===== config.mk =====
export PLATFORM = sky130hd
export DESIGN_NAME = mdio_phy_responder
export DESIGN_NICKNAME = d
export VERILOG_FILES = /design/src/rtl/mdio_phy_responder.sv
export SDC_FILE = /design/constraint.sdc
export NUM_CORES = 1
export LEC_CHECK = 0
export ABC_AREA = 1
export CAP_MARGIN = 20
export CORE_ASPECT_RATIO = 1.4
export CORE_MARGIN = 2
export CORE_UTILIZATION = 60
export DETAILED_ROUTE_END_ITERATION = 10
export HOLD_SLACK_MARGIN = 0.1
export PLACE_DENSITY = 0.84
export SLEW_MARGIN = 40
export SYNTH_ARGS = -nofsm -noshare
export SYNTH_HDL_FRONTEND = slang
export SYNTH_SLANG_ARGS = --single-unit

===== constraint.sdc =====
create_clock -name clk -period 2.63 [get_ports clk]
set_clock_uncertainty 0.1 [all_clocks]
set_input_delay 0.263 -clock clk [delete_from_list [all_inputs] [get_ports clk]]
set_output_delay 0.263 -clock clk [all_outputs]
set_load 0.005 [all_outputs]

===== src/rtl/mdio_phy_responder.sv =====
// Clause-22 MDIO PHY-side responder with a small register set.
// MDC/MDIO are oversampled on clk; all frame handling is edge-driven.
module mdio_phy_responder #(
  parameter logic [4:0]  PHY_ADDR = 5'd1,
  parameter logic [15:0] PHY_ID1  = 16'h0141,
  parameter logic [15:0] PHY_ID2  = 16'h0DD1
) (
  input  logic        clk,
  input  logic        rst_n,
  input  logic        mdc,
  input  logic        mdio_i,
  output logic        mdio_o,
  output logic        mdio_oe,
  input  logic        link_up,
  input  logic [1:0]  speed,
  output logic [15:0] ctrl_reg,
  output logic        an_restart,
  output logic        wr_pulse,
  output logic [4:0]  wr_addr,
  output logic [15:0] wr_data
);

  localparam logic [15:0] CTRL_RST = 16'h1140;

  typedef enum logic [3:0] {
    IDLE,
    START,
    OP,
    PHYAD,
    REGAD,
    TA,
    WDATA,
    RDATA,
    SKIP
  } state_t;

  state_t state;
  state_t state_nx;

  logic [1:0]  mdc_sync;
  logic [1:0]  mdio_sync;
  logic        mdc_q;
  logic        rise;
  logic        fall;
  logic        din;
  logic [4:0]  cnt;
  logic [5:0]  ones;
  logic        op_hi;
  logic        is_read;
  logic [4:0]  phyad;
  logic [4:0]  regad;
  logic [15:0] wdat;
  logic [15:0] shreg;
  logic [15:0] rd_val;
  logic [15:0] wr_word;

  assign rise    = mdc_sync[1] & ~mdc_q;
  assign fall    = ~mdc_sync[1] & mdc_q;
  assign din     = mdio_sync[1];
  assign wr_word = {wdat[14:0], din};

  always_ff @(posedge clk or negedge rst_n) begin
    if (!rst_n) begin
      mdc_sync  <= '0;
      mdio_sync <= '0;
      mdc_q     <= 1'b0;
    end else begin
      mdc_sync  <= {mdc_sync[0], mdc};
      mdio_sync <= {mdio_sync[0], mdio_i};
      mdc_q     <= mdc_sync[1];
    end
  end

  always_comb begin
    rd_val = '0;
    unique case (regad)
      5'd0:    rd_val = ctrl_reg;
      5'd1:    rd_val = 16'h7949
                      | {10'b0, link_up, 2'b0, link_up, 2'b0};
      5'd2:    rd_val = PHY_ID1;
      5'd3:    rd_val = PHY_ID2;
      5'd17:   rd_val = {speed, 2'b10, link_up, link_up, 10'b0};
      default: rd_val = '0;
    endcase
  end

  always_ff @(posedge clk or negedge rst_n) begin
    if (!rst_n) begin
      state <= IDLE;
    end else begin
      state <= state_nx;
    end
  end

  always_comb begin
    state_nx = state;
    unique case (state)
      IDLE: begin
        if (rise && !din && ones == 6'd32) state_nx = START;
      end
      START: begin
        if (rise) state_nx = din ? OP : IDLE;
      end
      OP: begin
        // 10 and 01 are the only opcodes: the two bits must differ
        if (rise && cnt[0]) state_nx = (op_hi ^ din) ? PHYAD : IDLE;
      end
      PHYAD: begin
        if (rise && cnt == 5'd4) state_nx = REGAD;
      end
      REGAD: begin
        if (rise && cnt == 5'd4)
          state_nx = (phyad == PHY_ADDR) ? TA : SKIP;
      end
      TA: begin
        if (rise) begin
          if (is_read)     state_nx = RDATA;
          else if (cnt[0]) state_nx = WDATA;
        end
      end
      WDATA: begin
        if (rise && cnt == 5'd15) state_nx = IDLE;
      end
      RDATA: begin
        if (fall && cnt == 5'd17) state_nx = IDLE;
      end
      SKIP: begin
        if (rise && cnt == 5'd17) state_nx = IDLE;
      end
      default: state_nx = IDLE;
    endcase
  end

  always_ff @(posedge clk or negedge rst_n) begin
    if (!rst_n) begin
      cnt        <= '0;
      ones       <= '0;
      op_hi      <= 1'b0;
      is_read    <= 1'b0;
      phyad      <= '0;
      regad      <= '0;
      wdat       <= '0;
      shreg      <= '0;
      mdio_o     <= 1'b0;
      mdio_oe    <= 1'b0;
      ctrl_reg   <= CTRL_RST;
      an_restart <= 1'b0;
      wr_pulse   <= 1'b0;
      wr_addr    <= '0;
      wr_data    <= '0;
    end else begin
      wr_pulse   <= 1'b0;
      an_restart <= 1'b0;

      if (state_nx != state) begin
        cnt <= '0;
      end else if (state != IDLE && ((state == RDATA) ? fall : rise)) begin
        cnt <= cnt + 5'd1;
      end

      if (state == IDLE && rise) begin
        if (!din)                ones <= '0;
        else if (ones != 6'd32)  ones <= ones + 6'd1;
      end

      if (rise) begin
        unique case (state)
          OP: begin
            op_hi <= din;
            if (cnt[0]) is_read <= op_hi;
          end
          PHYAD: phyad <= {phyad[3:0], din};
          REGAD: regad <= {regad[3:0], din};
          TA: begin
            // snapshot so live inputs cannot tear the shifted word
            if (is_read) shreg <= rd_val;
          end
          WDATA: begin
            wdat <= wr_word;
            if (cnt == 5'd15) begin
              wr_pulse <= 1'b1;
              wr_addr  <= regad;
              wr_data  <= wr_word;
              if (regad == 5'd0) begin
                an_restart <= wr_word[9];
                ctrl_reg   <= wr_word[15] ? CTRL_RST
                                          : (wr_word & 16'hFDFF);
              end
            end
          end
          default: ;
        endcase
      end

      if (fall && state == RDATA) begin
        if (cnt == 5'd0) begin
          mdio_oe <= 1'b1;
          mdio_o  <= 1'b0;
        end else if (cnt == 5'd17) begin
          mdio_oe <= 1'b0;
          mdio_o  <= 1'b0;
        end else begin
          mdio_o <= shreg[15];
          shreg  <= {shreg[14:0], 1'b0};
        end
      end
    end
  end

endmodule


Word level (Yosys, flattened, before mapping)
Index checks and enable logic that the tools add are counted.
- register bits after elaboration: 104
- input bits: 7
- add/subtract/negate cells: 2
- eq/ne operators: 20
- multiplexer cells: 39
- bitwise gates (word level): 5
- reduce and logical (&&, ||, !) cells: 26
- operators with widths (cell ; count):
    $mux 16 ; 6
    $pmux 16 s5 ; 1
    $mux 4 ; 12
    $pmux 4 s9 ; 1
    $eq 4x3->1 const B ; 4
    $mux 15 ; 1
    $mux 1 ; 12
    $mux 6 ; 2
    $reduce_and 2->1 ; 6
    $eq 5x1->1 const B ; 2
    $eq 5x2->1 const B ; 2
    $eq 5x5->1 const B ; 2
    $logic_and 1x1->1 ; 10
    $logic_not 5->1 ; 2
    $mux 5 ; 2
    $eq 4x2->1 const B ; 2
    $add 6x1->6 const B ; 1
    $eq 6x6->1 const B ; 1
    $ne 6x6->1 const B ; 1
    $reduce_and 3->1 ; 2
    $add 5x1->5 const B ; 1
    $eq 5x3->1 const B ; 1
    $eq 5x4->1 const B ; 1
    $eq 4x1->1 const B ; 1
    12 further kinds ; 16

Depth between registers and ports, before layout
- depth in word-level cells: 8
- depth in mapped cells: 13
- mapped depth without buffers: 13

Worst setup path after synthesis
No wires, ideal clock.
- kind: register to register
- from: register cnt[0]
- to: register cnt[2]
- arrival: 1548 ps
- data required time: 2410 ps
- setup slack: 862 ps
- cell stages (with the launch flop): 14
- path buffers: 0
- period minus slack after synthesis: 1768 ps
- path through: dfrtp_1 > ha_1 > nand2_1 > nor2_1 > ha_1 > inv_1 > o21ai_0 > nand2_1 > nor2_1 > nand3_1 > nand2_1 > nor2_1 > nand2_2 > nor2_1
- word-level cells in the longest chain between the ends: 6
- RTL lines (what ; line ; source):
    start, declared ; 46 ; logic [4:0] cnt;
    start signal, assigned ; 158 ; cnt <= cnt + 5'd1;
    $eq 5x5->1 (tied with other cells) ; 125, 128 ;
    $logic_and 1x1->1 (tied with other cells) ; 128 ; if (rise && cnt == 5'd17) state_nx = IDLE;
    $mux 4 (tied with other cells) ; 128 ;
    $pmux 4 s9 ; 97 ; unique case (state)
    $ne 4x4->1 ; 155 ; if (state_nx != state) begin
    $mux 5 / $reduce_bool 2->1 (equally long branches) ; - ;
Parallel ways exist; a longest one is shown, timed or not. The select of a mux whose other input is x is not followed.
A chain may end at the register's enable or synchronous reset.

Worst setup path in the final report
- from: register state[0]
- to: register ctrl_reg[6]
- word-level cells in the longest chain between the ends: 2
- RTL lines (what ; line ; source):
    start, declared ; 37 ; state_t state;
    start signal, assigned ; 91 ; state <= state_nx;
    $eq 4x3->1 ; 167 ; unique case (state)
    $reduce_and 4->1 (no line) ; - ;
    end signal, assigned ; 186 ; ctrl_reg <= wr_word[15] ? CTRL_RST
    end, declared ; 16 ; output logic [15:0] ctrl_reg,
No other way between the ends.

==> impl_metrics.csv <==
group,metric,value,unit
power_and_ir_drop,power_frac_comb,0.033,
global_route,grt_first_pass_wirelength,17.6,mm
clock_tree,htreeDepth,3,
sta,final_hold_viol_count,0,
synthesis,synth.most_common_cell,"nand2_1",
power_and_ir_drop,switching_share,0.232,
floorplan,core_area,7650,µm²
detailed_routing,vias_per_cell,5.58,
power_and_ir_drop,p_leak,2.55,nW
power_and_ir_drop,p_int,1.97,mW
placement,gp_congestion,0.970,
synthesis,ys_seq_area_frac,0.545,
floorplan,io_pins,48,
clock_tree,cts_tree,"built",
worst_setup_path,r2r_cells,9,
detailed_routing,antenna_left,0,
synthesis,synth_top_family_by_area,"simple AND/OR/NAND/NOR gates",
detailed_routing,wl_per_cell,15.6,µm
clock_tree,cts-resized-gates,0,
flow_run,cap_violations,0,
sta,rsz0062_at_grt,"no",
sta,whs,0.220,ns
final_layout,area.growth.synth_to_final,14.8,%
sta,finalCritPeriodShare,0.806,
detailed_routing,met3_wirelength,615,µm
synthesis,syn_inst,542,
floorplan,die_x,78.7,µm
worst_setup_path,rrSetupSlack,0.51,ns
sta,slew-limit-headroom,0.555,
synthesis,synth-compound-area-share,0.131,
clock_tree,cts_sinks,102,
worst_setup_path,worstPathMaxFanout,18,
global_route,first_global_vias,3781,
detailed_routing,drcViolationCount,0,
run_status,outcome,"finished clean",
detailed_routing,routed.top_layer,"met4",
sta,tightest_slew,0.662,ns
final_layout,drive_above_1_share,0.0960,
power_and_ir_drop,ir_drop,0.000331,V
final_layout,reg.largest.list,"shreg (16), wr_data (16), wdat (15)",
floorplan,die_h,109,µm
sta,setup_viol,0,
synthesis,synth-simple-area-share,0.231,
synthesis,yosys_warnings,0,
synthesis,synth_top_cell_by_area,"dfrtp_1",
sta,drv_slew,0,
detailed_routing,wl_met1,4.28,mm
synthesis,muxShareOfSynthArea,0.00240,
clock_tree,cts_made_buffers,9,
sta,tns,0,ns
power_and_ir_drop,p_seq_frac,0.618,
global_route,antenna_found_initial,0,
synthesis,synth.area.top_cells,"dfrtp_1 (53%), nand2_1 (11%), o21ai_0 (6.1%)",
synthesis,yosysUniqueCellTypes,36,
final_layout,final.fill_count,593,
clock_tree,insertion_delay,0.38,ns
floorplan,die-area,8550,µm²
final_layout,multi_input_area,1820,µm²
clock_tree,clockBufferDepth,2,
worst_setup_path,startpoint_type,"register",
synthesis,synth_xor_area_frac,0.00560,
synthesis,ys.flop_type,"dfrtp_1",
hold_path,hold_path.class,"input port to register",
worst_setup_path,critPathCaptureType,"register",
synthesis,avgSynthCellArea,8.65,µm²
floorplan,initial_utilization,0.613,
synthesis,synth_top_cells_by_count,"nand2_1 (143), dfrtp_1 (99), o21ai_0 (57)",
placement,dp_hpwl,7.86,mm
sta,fmax,0.472,GHz
final_layout,antenna_cells_inserted,0,
clock_tree,cts_setup_buffers,0,
power_and_ir_drop,switchingPower,0.596,mW
detailed_routing,vias,3873,
clock_tree,root_buffer,"clkbuf_8",
detailed_routing,dr.first_iter.drc_count,346,
detailed_routing,drt_wl_total,10.8,mm
clock_tree,clk_pin_slew,0.09,ns
clock_tree,hold_buffers,1,
synthesis,synthAdderAreaFrac,0.0160,
global_route,grt_use_total,0.272,
synthesis,ys_ff_latch,102,
detailed_routing,dr.pass1.iters,6,
floorplan,num_rows,38,
synthesis,synth_top_area_frac,0.528,
global_route,grt_max_degree,55,
worst_setup_path,critPathRequiredTime,2.83,ns
synthesis,synthArstFlopShare,1.00,
synthesis,synth_edf_count,0,
placement,io_buffer_count,45,
power_and_ir_drop,powerDensity,478,nW/µm²
final_layout,fin_nets,602,
detailed_routing,met2_wirelength,5.64,mm
sta,fin_crit,2.12,ns
synthesis,synth_area,4690,µm²
power_and_ir_drop,clkPwrFrac,0.349,
final_layout,layout.area.seq,2560,µm²
worst_setup_path,crit_arrival,2.32,ns
worst_setup_path,path_class,"register to register",
hold_path,hold_depth,1,
global_route,grt-ovfl-total,0,
## power groups by stage
stage	combinational [mW]	clock, mW	sequential [mW]
after floorplan	0.0344	0	1.62
after global placement	0.0812	0	1.62
after detailed placement	0.0856	0	1.62
after CTS	0.0871	0.910	1.59
after global routing	0.0968	0.972	1.59
final	0.0856	0.896	1.59
## layout by cell type (no fill, tap or decap), types with 4 or more instances in the layout
| master | n |
|---|---|
| a21oi_1 | 27 |
| a31oi_1 | 4 |
| buf_4 | 4 |
| clkbuf_8 | 10 |
| clkdlybuf4s50_1 | 44 |
| dfrtp_1 | 99 |
| ha_1 | 6 |
| inv_1 | 49 |
| inv_2 | 8 |
| nand2_1 | 143 |
| nand2_2 | 6 |
| nand3_1 | 18 |
| nand3_2 | 5 |
| nor2_1 | 54 |
| nor2_2 | 7 |
| nor2_4 | 4 |
| nor3_1 | 4 |
| o21ai_0 | 57 |
| o22ai_1 | 10 |
## critical path, stage by stage, from the launching register on
cell     delay [ns]
dfrtp_1        0.44
inv_2          0.12
nand2_1        0.08
nor2_1         0.21
nand2_2        0.24
nor2_4         0.16
inv_2          0.15
nor2_4         0.29
nor2_1         0.08
a31oi_1        0.17
## per-layer routing
layer	track usage	up-vias
met3	0.0492	29
met1	0.331	1871
met2	0.470	136
li1	-	1837
met4	0.125	0
met5	0	-
## path summary, 6_finish.rpt
path	from	end
max	state[0]$_DFF_PN0_	ctrl_reg[6]$_DFFE_PN1P_
min	mdc	mdc_sync[0]$_DFF_PN0_
max reg2reg	state[0]$_DFF_PN0_	ctrl_reg[6]$_DFFE_PN1P_
min reg2reg	mdio_sync[0]$_DFF_PN0_	mdio_sync[1]$_DFF_PN0_
max in group asynchronous	rst_n	ctrl_reg[6]$_DFFE_PN1P_
min in group asynchronous	rst_n	shreg[9]$_DFF_PN0_
## through the flow
| step | utilization | worst slack (ns) | power, mW | instance area (µm²) | std cells |
|---|---|---|---|---|---|
| after detailed placement | 0.680 | 0.548 | 1.71 | 5200 | 677 |
| after global placement | 0.680 | 0.647 | 1.70 | 5200 | 677 |
| after floorplan | - | 0.862 | 1.65 | 4690 | 543 |
| after CTS | 0.703 | 0.528 | 2.59 | 5380 | 694 |
| final | 0.703 | 0.511 | 2.57 | 5380 | 694 |
| after global routing | 0.703 | 0.349 | 2.66 | 5380 | 694 |
## area by class of cell
class / count / share of cell area
Clock inverter: 3 / 0.00395
Clock buffer: 13 / 0.0277
Sequential cell: 102 / 0.475
Timing Repair Buffer: 50 / 0.0930
Multi-Input combinational cell: 369 / 0.338
Tap cell: 100 / 0.0232
Inverter: 57 / 0.0397
## cell families (layout without fill, tap and decap cells)
group / count (synthesis) / count (layout)
buffers and inverters: 72 / 123
flip-flops: 102 / 102
XOR/XNOR: 3 / 3
other: 1 / 2
multiplexers: 1 / 1
adder cells (fa/ha/maj): 6 / 6
AND/OR/NAND/NOR: 247 / 247
AO/OA/AOI/OAI: 110 / 110
No activity file was read; power rests on OpenSTA's default activity.
